`src/rtl/data_mem_arbiter_pkg.sv`:
```
// Shared constants and types for the two-port data memory arbiter.
package data_mem_arbiter_pkg;
    localparam int DATA_W = 16;
    localparam int ADDR_W = 16;

    localparam logic PORT0 = 1'b0;
    localparam logic PORT1 = 1'b1;

    typedef enum logic [1:0] {UNLOCKED, LOCKED0, LOCKED1} lock_state_t;

    // Response owed on the cycle after a grant.
    typedef struct packed {
        logic port;
        logic we;
        logic err;
    } pend_t;
endpackage

```
`src/rtl/rr_arbiter2.sv`:
```
// Two-way round-robin arbiter; mask removes a port from contention (used for locks).
module rr_arbiter2
    import data_mem_arbiter_pkg::*;
(
    input  logic       clk,
    input  logic       rst_n,
    input  logic [1:0] req,
    input  logic [1:0] mask,
    output logic [1:0] gnt
);
    logic       rr_last;
    logic [1:0] elig;

    assign elig = req & mask;

    // On a tie the port that did not win last time goes first.
    always_comb begin
        gnt = elig;
        if (elig == 2'b11)
            gnt = (rr_last == PORT1) ? 2'b01 : 2'b10;
    end

    always_ff @(posedge clk or negedge rst_n) begin
        if (!rst_n)
            rr_last <= PORT1;
        else if (|gnt)
            rr_last <= gnt[1];
    end
endmodule

```
`src/rtl/data_mem_arbiter.sv`:
```
// Shares a single-port data memory between P0 (CPU) and P1 (DMA/debug) with
// round-robin fairness, bounded locking and a 1-cycle response pipeline.
module data_mem_arbiter
    import data_mem_arbiter_pkg::*;
#(
    parameter int DEPTH    = 201,
    parameter int MAX_LOCK = 4
) (
    input  logic              Clk,
    input  logic              Rst_n,
    input  logic              P0_Req,
    input  logic              P0_We,
    input  logic              P0_Lock,
    input  logic [ADDR_W-1:0] P0_Addr,
    input  logic [DATA_W-1:0] P0_Wdata,
    output logic              P0_Gnt,
    output logic              P0_Rvalid,
    output logic [DATA_W-1:0] P0_Rdata,
    output logic              P0_Err,
    input  logic              P1_Req,
    input  logic              P1_We,
    input  logic              P1_Lock,
    input  logic [ADDR_W-1:0] P1_Addr,
    input  logic [DATA_W-1:0] P1_Wdata,
    output logic              P1_Gnt,
    output logic              P1_Rvalid,
    output logic [DATA_W-1:0] P1_Rdata,
    output logic              P1_Err,
    output logic [ADDR_W-1:0] Mem_Address,
    output logic [DATA_W-1:0] Mem_Write_Data,
    output logic              Mem_MemWrite,
    input  logic [DATA_W-1:0] Mem_Read_Data
);
    localparam logic [ADDR_W-1:0] DEPTH_A  = ADDR_W'(DEPTH);
    localparam logic [3:0]        MAX_CNT  = 4'(MAX_LOCK);
    localparam bit                CAN_LOCK = (MAX_LOCK > 1);

    lock_state_t       state;
    logic [3:0]        lock_cnt;
    logic [1:0]        mask, gnt;
    logic              any_gnt, win, sel_we, sel_lock, own_lock, sel_err;
    logic [ADDR_W-1:0] sel_addr;
    logic [DATA_W-1:0] sel_wdata;
    logic              pend_vld;
    pend_t             pend;

    always_comb begin
        case (state)
            LOCKED0: mask = 2'b01;
            LOCKED1: mask = 2'b10;
            default: mask = 2'b11;
        endcase
    end

    rr_arbiter2 u_rr (
        .clk  (Clk),
        .rst_n(Rst_n),
        .req  ({P1_Req, P0_Req}),
        .mask (mask),
        .gnt  (gnt)
    );

    assign P0_Gnt    = gnt[0];
    assign P1_Gnt    = gnt[1];
    assign any_gnt   = |gnt;
    assign win       = gnt[1];
    assign sel_addr  = win ? P1_Addr  : P0_Addr;
    assign sel_wdata = win ? P1_Wdata : P0_Wdata;
    assign sel_we    = win ? P1_We    : P0_We;
    assign sel_lock  = win ? P1_Lock  : P0_Lock;
    assign sel_err   = (sel_addr >= DEPTH_A);
    assign own_lock  = (state == LOCKED1) ? P1_Lock : P0_Lock;

    assign Mem_Address    = any_gnt ? sel_addr  : '0;
    assign Mem_Write_Data = any_gnt ? sel_wdata : '0;
    assign Mem_MemWrite   = any_gnt & sel_we & ~sel_err;

    // Lock counts every cycle while held; releasing with the owner idle is allowed.
    always_ff @(posedge Clk or negedge Rst_n) begin
        if (!Rst_n) begin
            state    <= UNLOCKED;
            lock_cnt <= '0;
        end else begin
            case (state)
                UNLOCKED: begin
                    if (any_gnt && sel_lock && CAN_LOCK) begin
                        state    <= win ? LOCKED1 : LOCKED0;
                        lock_cnt <= 4'd1;
                    end
                end
                LOCKED0, LOCKED1: begin
                    if (!own_lock || (lock_cnt + 4'd1 >= MAX_CNT)) begin
                        state    <= UNLOCKED;
                        lock_cnt <= '0;
                    end else begin
                        lock_cnt <= lock_cnt + 4'd1;
                    end
                end
                default: begin
                    state    <= UNLOCKED;
                    lock_cnt <= '0;
                end
            endcase
        end
    end

    always_ff @(posedge Clk or negedge Rst_n) begin
        if (!Rst_n) begin
            pend_vld <= 1'b0;
            pend     <= '0;
        end else begin
            pend_vld <= any_gnt;
            pend     <= '{port: win, we: sel_we, err: sel_err};
        end
    end

    assign P0_Rvalid = pend_vld & (pend.port == PORT0);
    assign P1_Rvalid = pend_vld & (pend.port == PORT1);
    assign P0_Err    = P0_Rvalid & pend.err;
    assign P1_Err    = P1_Rvalid & pend.err;
    assign P0_Rdata  = (P0_Rvalid & ~pend.we & ~pend.err) ? Mem_Read_Data : '0;
    assign P1_Rdata  = (P1_Rvalid & ~pend.we & ~pend.err) ? Mem_Read_Data : '0;
endmodule

```
`config.mk`:
```
export PLATFORM = sky130hd
export DESIGN_NAME = data_mem_arbiter
export DESIGN_NICKNAME = d
export VERILOG_FILES = /design/src/rtl/data_mem_arbiter_pkg.sv /design/src/rtl/rr_arbiter2.sv /design/src/rtl/data_mem_arbiter.sv
export SDC_FILE = /design/constraint.sdc
export NUM_CORES = 1
export LEC_CHECK = 0
export ABC_CLOCK_PERIOD_IN_PS = 2300
export CAP_MARGIN = 10
export CORE_MARGIN = 5
export CORE_UTILIZATION = 26
export CTS_BUF_LIST = sky130_fd_sc_hd__clkbuf_16
export CTS_CLUSTER_SIZE = 16
export DETAILED_ROUTE_END_ITERATION = 7
export GPL_ROUTABILITY_DRIVEN = 0
export PLACE_DENSITY = 0.79
export SETUP_SLACK_MARGIN = 0.02
export SLEW_MARGIN = 15
export SYNTH_ARGS = -nofsm -noshare
export SYNTH_HDL_FRONTEND = slang
export SYNTH_SLANG_ARGS = --single-unit
```
`constraint.sdc`:
```
create_clock -name Clk -period 2.3 [get_ports Clk]
set_clock_uncertainty 0.2 [all_clocks]
set_input_delay 0.46 -clock Clk [delete_from_list [all_inputs] [get_ports Clk]]
set_output_delay 0.46 -clock Clk [all_outputs]
set_load 0.02 [all_outputs]
```
==> results.toml <==
[floorplanning]
row_count = 27
die_w_um = 84.7
io_pins = 159
dieHeight_um = 84.7
core-area_sq_um = 5470
initial_core_util_pct = 26.5
dieArea_sq_um = 7170

[yosys]
async_flop_share_pct = 100
synth.yosys.warnings = 0
synth-adder-area-share_pct = 5.18
synth-edff-count = 0
synth_top_family_by_area = "simple AND/OR/NAND/NOR gates"
synth_cell_types = 39
ys_seq_area_share_pct = 19.1
synth_top_cell_by_area = "nand2_1"
synth_seq_cells = 11
muxShareOfSynthArea_pct = 4.58
syn-instance-count = 210
synth_compound_area_share_pct = 15.1
synth-simple-area-share_pct = 48.4
yosys-top-cells-area = "nand2_1 (18%), dfrtp_1 (17%), and2_1 (16%)"
syn_nets = 304
synth_top_cell_area_share_pct = 17.6
ys.flop_type = "dfrtp_1"
synth_xor_area_share_pct = 0.604
syn_area_per_cell_sq_um = 6.90
synth_area_sq_um = 1450

[grt]
grt_pass1_vias = 2199
grt_max_degree = 23
grt_overflow = 0
antenna_found_initial = 0
grt_pass1_wl_um = 10500
grt_usage_pct = 17.8

[clock_network]
cts_tree = "done"
cts-htree-levels = 1
clkTransAtPathRegs_ps = 40
clk_path_buf_depth = 2
clkLatencyLatePin_ps = 240
cts_root_buf = "clkbuf_16"
clkSinkCount = 11
cts-buffers-inserted = 3

[worst_hold_path]
hp-class = "flop to flop"

[detailed_routing]
vias = 2207
postRouteAntennaNets = 0
first_pass_iters = 4
drt_iter0_markers = 60
drc = 0
via_per_inst = 4.69
wire_per_inst_um = 15.8
wirelength_um = 7440

[run_status]
outcome = "finished with violations"
failed_checks = "negative setup slack"

[sta]
setup_viol = 35
rsz0062_at_grt = "true"
final.setup.worst_slack_ps = -301
finalHoldViolCount = 0
slew_violations = 0
fmax_mhz = 384
slew_headroom_pct = 66.4
fin_crit_ps = 2600
worstMarginPinSlew_ps = 503
period_share_pct = 113
setup_tns_ps = -6730
hold_slack_ps = 327

[flow_run]
drv_cap = 0

[worst_setup_path]
regToRegSetupSlack_ps = 10
criticalPathCategory = "flop to output pin"
critPathMaxFanout = 4
cp-startpoint = "state[0]"
crit_end = "Mem_MemWrite"
rr_endpoint = "lock_cnt[0]"
crit_arrival_ps = 1940
reg2reg_from = "state[1]"
reg2regPathDepth = 10
critical_path_required_ps = 1640
start_kind = "flop"
cp-end-kind = "output pin"

[power]
leakage_nw = 1.75
cellPowerDensity_nw_per_um2 = 890
ir_drop_v = 0.000483

[place]
place_hpwl_um = 5860
io_buffers = 158
dpl_cell_area_sq_um = 3470

[layout]
antenna_cells = 0
fin_nets = 494
drive_gt1_share_pct = 40.6
area_delta_synth_final_pct = 155
utilization_pct = 67.5
final_cell_area_sq_um = 3700
[layer usage]
metal	GRT usage [%]	routed length [um]
met1	18.8	2750
met5	0	0
met3	5.40	650
met4	3.02	73
met2	34.6	3960
[per-stage QoR]
stage | power (mW) | instances | setup slack [ps]
2_1_floorplan | 1.57 | 210 | 18.2
3_3_place_gp | 2.53 | 454 | -855
3_5_place_dp | 2.56 | 454 | -952
4_1_cts | 2.98 | 463 | -314
5_1_grt | 3.48 | 471 | -365
6_report | 3.29 | 471 | -301
[area by class of cell]
| type | count | area, sq um |
|---|---|---|
| multi-input cells | 179 | 1330 |
| flip-flops and latches | 11 | 279 |
| clock inverters | 1 | 3.75 |
| inverters | 7 | 42.5 |
| fillers | 467 | 1780 |
| repair buffers | 198 | 1880 |
| clock buffers | 3 | 75.1 |
| well taps | 72 | 90.1 |
[critical path, cell delays in order, from the launching register on]
cell and delay (ps):
dfrtp_2 440, ha_4 170, nand2b_4 140, a21o_4 210
buf_6 130, and4_1 160, a41oi_2 230, nor2_2 80
buf_6 130
[cells in the final DEF (no fill, tap or decap), types with 2 or more instances in the layout]
cell type,synthesis,layout
clkdlybuf4s50_1,0,83
nand2_1,68,57
and2_1,36,36
buf_4,3,36
buf_6,1,30
clkbuf_2,0,28
nand3_1,16,15
a21oi_4,0,13
nand2_2,0,11
dfrtp_1,10,8
clkbuf_16,0,6
buf_12,0,6
inv_1,6,5
dlygate4sd2_1,0,5
nor4_1,4,4
mux2i_1,4,4
ha_1,6,4
buf_2,4,4
a21oi_1,16,3
dlymetal6s2s_1,0,3
nand2b_4,1,2
nor2b_4,1,2
inv_2,0,2
o31a_1,2,2
o311ai_2,0,2
a211oi_4,2,2
ha_4,0,2
dfrtp_2,0,2
[cell usage after synthesis (2+ instances only)]
library cell and n:
buf_4 3, clkbuf_1 5, ha_1 6, mux2i_1 4
nor2_1 2, buf_2 4, o31a_1 2, inv_1 6
nor3b_2 2, and2_1 36, nand2_1 68, nand3_1 16
nor2b_1 2, a211oi_4 2, nor4_1 4, a21oi_1 16
dfrtp_1 10
[worst min-delay path by stage]
stage	from	to	slack [ps]	cells after the start
after floorplan	Rst_n	lock_cnt[0]	-40	0
after global placement	lock_cnt[2]	lock_cnt[2]	310	1
after detailed placement	lock_cnt[2]	lock_cnt[2]	310	1
after CTS	lock_cnt[2]	lock_cnt[2]	320	1
after global routing	lock_cnt[2]	lock_cnt[2]	360	1
final	lock_cnt[2]	lock_cnt[2]	330	1
[power by group]
group          internal, mW  leakage [nW]  total, mW  switching [mW]
Combinational          1.36          1.58       2.65            1.28
Sequential            0.265         0.131      0.328          0.0625
Clock                 0.228        0.0423      0.316          0.0881
Total                  1.86          1.75       3.29            1.43
[state kept, by name, summed over array words and instances (netlist names)]
register	flops
lock_cnt	4
pend	3
state	2
pend_vld	1
u_rr.rr_last	1
[cell families after synthesis]
group	Yosys count
compound gates	28
simple gates	138
fa+ha+maj	6
flops	11
mux	6
buf+inv	20
xor+xnor	1
[what timing repair did]
action	in CTS	in global routing
gates resized for setup	232	115
pin swaps	5	13
setup endpoints to repair	71	70
buffers inserted	5	5
hold buffers	0	0
gates cloned	0	4
Note: power is estimated with default switching activity, not from simulation.
==> edit 1: new RTL, config.mk and constraints unchanged <==
`DEPTH`: 201 -> 100.
--- a/src/rtl/data_mem_arbiter.sv
+++ b/src/rtl/data_mem_arbiter.sv
@@ -4,5 +4,5 @@
     import data_mem_arbiter_pkg::*;
 #(
-    parameter int DEPTH    = 201,
+    parameter int DEPTH    = 100,
     parameter int MAX_LOCK = 4
 ) (
Check against the original RTL: not equivalent (Yosys sat finds a counterexample within 4 cycles, from zero or initial values and one cycle with Rst_n low).
==> edit 1 against the original RTL <==
- the run still ends with setup timing left
- area after synthesis down 3.0%
- global-route usage grew 1.3 points
- core utilization fell by 2.3 points
- non-clock buffer count rose by 2
- clock power fell by 3%
- setup slack improved by 0.054 ns
- final area decreased by 8.7%
- sequential cell count unchanged
- die area fell by 2.7%
- power is 26% lower
- wire length down 3.7%
- worst hold slack improved by 0.00091 ns
- final cell count is 2.3% higher
- largest cell class unchanged
- highest routed layer unchanged
==> edit 1: results (changes against the original RTL) <==
Route
The routed metal-1 wire length is 2.66 mm (-3.4%). The met2 wirelength from detailed routing is 3.75 mm (-5.4%). The iteration-0 DRC count of the detailed router is 49 (-18%). The count of TritonRoute iterations in the first routing pass came to 4 (unchanged). The detailed-routed wire length on met3 is 617 um (-5.1%). The total number of vias is 2278 (+3.2%). The wire length per cell is 14.9 um (-5.9%).

Finish
The fraction of final layout cells with drive strength greater than 1 was 0.383 (-0.0225). The fill cell instance count of the final layout was 492 (+5.4%). The total number of nets in the final design is 507 (+2.6%).

The number of antenna cells inserted came to 0 (unchanged).

Critical path
The number of cells on the worst reg-to-reg path is 7 (-3). The cell type of the slowest stage on the worst timing path is sky130_fd_sc_hd__o311a_1. The cell family with the largest share of critical-path delay is compound AO/OA/AOI/OAI gates. The flop-to-flop setup slack is 0.13 ns (+0.12 ns). The maximum fanout count along the critical path is 2 (-2).

The data arrival time of the critical path came to 1.89 ns (-0.05 ns). The startpoint of the most critical setup path is P1_Addr[2]. The maximum single-stage delay on the critical path was 0.39 ns (-0.05 ns).

Synthesis
The share of async-settable or async-resettable flops after synthesis was 1.00 (unchanged). The post-synthesis compound-gate area fraction was 0.126 (-0.0256). The post-synth net total is 314 (+3.3%).

The xor-xnor portion of the synthesized cell area is 0 (-0.00604). The warning count from the yosys run is 0 (unchanged). The adder-cell share of the synthesized area is 0.0534 (+0.00161). The leading register cell type out of synthesis is sky130_fd_sc_hd__dfrtp_1. After synthesis, the most frequently instantiated cells are 71 x sky130_fd_sc_hd__nand2_1, 36 x sky130_fd_sc_hd__and2_1, 19 x sky130_fd_sc_hd__nand3_1. The register area share after synthesis was 0.197 (+0.00595). Sorting the synthesized cells by area gives the leading types as sky130_fd_sc_hd__nand2_1 19%, sky130_fd_sc_hd__dfrtp_1 18%, sky130_fd_sc_hd__and2_1 16%. The mux share of post-synthesis cell area is 0.0223 (-0.0235).

Global routing
The number of global-route vias before repair is 2350 (+6.9%). The routing usage on met2 is 0.383 (+0.0375). The global-route wire length before repair was 11.1 mm (+5.6%). The overall fraction of global-route tracks in use is 0.191 (+0.0133).

The met1 layer usage reported by global route is 0.195 (+0.00740). The fraction of met3 tracks used by global routing is 0.0434 (-0.0105).

Placed design
The HPWL after detailed placement came to 5.44 mm (-7.2%). The number of input and output port buffers inserted came to 158 (unchanged). The placement-stage cell area was 3330 um^2 (-3.9%).

Pwr
The group drawing the most power is combinational cells. The relative contribution of the clock network to total power is 0.127 (+0.031). The design internal power is 1.33 mW (-28%). The logic gate share of total power is 0.746 (-0.058).

The leakage power is 1.69 nW (-3.5%). The maximum ir drop on the vdd rail is 0.410 mV (-15%).

Timing
The setup violation total in the final timing report is 34 (-2.9%). The worst path setup slack after routing came to -0.247 ns (+0.0538 ns). The setup total negative slack is -4.76 ns (+1.98 ns).

The worst slew margin relative to its limit came to 0.655 (-0.00830).

Run status
The checks that failed: setup timing. The run finished, with violations left.

Clock network
The CTS clock-pin slew for the worst setup and hold paths is 0.04 ns (about the same). The H-tree depth reported by CTS is 1 (unchanged).
==> edit 1: metrics by stage <==
step | hold slack, ns | worst slack (ns) | cells | utilization | power, mW
floorplan | -0.0356 | -0.0318 | 220 | - | 1.19
global placement | 0.304 | -1.01 | 467 | 0.644 | 2.09
detailed placement | 0.319 | -1.07 | 467 | 0.644 | 2.11
CTS | 0.331 | -0.228 | 480 | 0.662 | 2.38
global route | 0.365 | -0.322 | 482 | 0.652 | 2.61
finish | 0.328 | -0.247 | 482 | 0.652 | 2.43
==> edit 1: area by class of cell <==
cell class	count	share of cell area
Timing Repair Buffer	200	0.491
Multi-Input combinational cell	191	0.370
Sequential cell	11	0.0820
Tap cell	70	0.0260
Clock buffer	3	0.0223
Inverter	6	0.00742
Clock inverter	1	0.00111
==> edit 1: repair_timing <==
item,4_1_cts,5_1_grt
setup buffers,8,1
gates resized for setup,276,75
setup endpoints to repair,68,70
pin swaps,11,9
cloned,1,1
==> edit 2: new RTL, same flow settings <==
Made on the original files. Register the outputs `P0_Err` and `P1_Err`; this adds one clock of latency there. The other outputs are not delayed to match.
--- a/src/rtl/data_mem_arbiter.sv
+++ b/src/rtl/data_mem_arbiter.sv
@@ -117,6 +117,8 @@
     assign P0_Rvalid = pend_vld & (pend.port == PORT0);
     assign P1_Rvalid = pend_vld & (pend.port == PORT1);
-    assign P0_Err    = P0_Rvalid & pend.err;
-    assign P1_Err    = P1_Rvalid & pend.err;
+    always_ff @(posedge Clk) begin
+        P0_Err <= P0_Rvalid & pend.err;
+        P1_Err <= P1_Rvalid & pend.err;
+    end
     assign P0_Rdata  = (P0_Rvalid & ~pend.we & ~pend.err) ? Mem_Read_Data : '0;
     assign P1_Rdata  = (P1_Rvalid & ~pend.we & ~pend.err) ? Mem_Read_Data : '0;
Check against the original RTL: not equivalent (Yosys sat finds a counterexample within 4 cycles, from zero or initial values and one cycle with Rst_n low).
==> edit 2 against the original RTL <==
- the run still ends with setup timing left
- worst hold slack worse by 0.017 ns
- final area up 6.4%
- area after synthesis up 2.8%
- wire length up 4.2%
- power increased by 8.4%
- count of clock-buffer cells in the layout unchanged
- setup slack lost 0.010 ns
- sequential cell count grew 2
- largest power group unchanged
==> edit 2: results (changes against the original RTL) <==
Run status
The flow ran to the end, but the final reports show violations. The final reports fail on setup timing.

Placed design
The minimum setup slack after placement is -1.01 ns (-0.0555 ns). The HPWL after detailed placement is 6.09 mm (+3.9%). The cell count after placement was 460 (+1.3%). The placement-stage cell area is 3530 um^2 (+1.7%).

Pwr
The maximum ir drop on the vdd rail is 0.639 mV (+32%). The leakage power is 1.80 nW (+2.7%).

Global routing
The overall fraction of global-route tracks in use was 0.182 (+0.00449). The global-route wire length before repair is 10.7 mm (+2.0%). The maximum number of pins on one net before global-route repair is 24 (+4.3%).

The routing usage on met2 came to 0.352 (+0.00579).

Timing
The setup total negative slack is -7.13 ns (-0.404 ns). The worst path setup slack after routing came to -0.312 ns (-0.0104 ns). The setup violation total in the final timing report was 37 (+5.7%). The transition at the pin with the smallest max-transition slack is 0.502 ns (-0.000343 ns). The fmax is 383 MHz (-0.40%).

Critical path
The cell family with the largest share of critical-path delay is simple AND/OR/NAND/NOR gates. The maximum single-stage delay on the critical path is 0.49 ns (+0.05 ns). The maximum fanout count along the critical path is 2 (-2).

Synthesis
The number of instances in the synthesized netlist is 212 (+0.95%). The post-synth net total was 306 (+0.66%). The share of async-settable or async-resettable flops after synthesis is 0.846 (-0.154).

Route
The wire length per cell is 16.2 um (+2.3%). The total number of vias was 2310 (+4.7%).

Finish
The number of standard cells in the layout, taps in and fillers out is 480 (+1.9%). The fraction of final layout cells with drive strength greater than 1 is 0.409 (+0.00330).
## edit 2: cell count changes after synthesis
cell,change
sky130_fd_sc_hd__dfxtp_1,+2
## edit 2: layer usage
metal,vias up,part of all wire
li1,1102,-
met1,1056,0.35
met2,142,0.51
met3,10,0.12
met4,0,0.018
met5,-,0
## edit 2: where the power goes
group | switching, mW | internal [mW]
logic | 1.36 | 1.51
clock network | 0.0964 | 0.229
registers | 0.0577 | 0.312
total | 1.51 | 2.05
## edit 2: repair_timing
item / 4_1_cts / 5_1_grt
pin swaps: 9 / 8
hold endpoints to repair: 0 / 0
cloned: 0 / 3
setup buffers: 2 / 11
hold buffers: 0 / 0
resized for setup: 249 / 115
endpoints found under the setup margin: 70 / 71
## edit 2: path summary, 6_finish.rpt
| path | from | to | slack [ns] | depth (start not counted) |
|---|---|---|---|---|
| worst max-delay path | P1_Addr[14] | Mem_MemWrite | -0.31 | 5 |
| worst min-delay path | pend_vld | P1_Err | 0.31 | 1 |
| worst max register to register | state[0] | state[0] | -0.03 | 11 |
| worst min register to register | pend_vld | P1_Err | 0.31 | 1 |
| max in group asynchronous | Rst_n | u_rr.rr_last | 1.19 | 1 |
| min in group asynchronous | Rst_n | lock_cnt[0] | 0.36 | 1 |
## edit 2: cell type report
| cell class | instances | area, um^2 |
|---|---|---|
| Fill cell | 444 | 1610 |
| Multi-Input combinational cell | 179 | 1380 |
| Sequential cell | 13 | 317 |
| Tap cell | 72 | 90.1 |
| Clock buffer | 3 | 75.1 |
| Inverter | 7 | 38.8 |
| Clock inverter | 1 | 3.75 |
| Timing Repair Buffer | 205 | 2030 |
## edit 2: worst register-to-register path: stages, from the launching register on
cell and delay [ns]:
sky130_fd_sc_hd__dfrtp_1 0.41, sky130_fd_sc_hd__inv_2 0.10, sky130_fd_sc_hd__ha_4 0.14, sky130_fd_sc_hd__nor2b_4 0.05, sky130_fd_sc_hd__buf_6 0.11, sky130_fd_sc_hd__buf_12 0.12
sky130_fd_sc_hd__buf_12 0.14, sky130_fd_sc_hd__o21a_4 0.12, sky130_fd_sc_hd__buf_6 0.11, sky130_fd_sc_hd__a211oi_4 0.32, sky130_fd_sc_hd__nand2b_4 0.22, sky130_fd_sc_hd__mux2i_2 0.21
## edit 2: cell families (layout without fill, tap and decap cells)
family	Yosys count	count (layout)	synth area share
buffers and inverters	20	216	0.0681
muxes	6	6	0.0445
xor gates and xnor gates	1	1	0.00588
adders and majority gates	6	6	0.0504
AOI/OAI and AO/OA	28	28	0.147
and+or+nand+nor	138	138	0.471
DFF	13	13	0.213
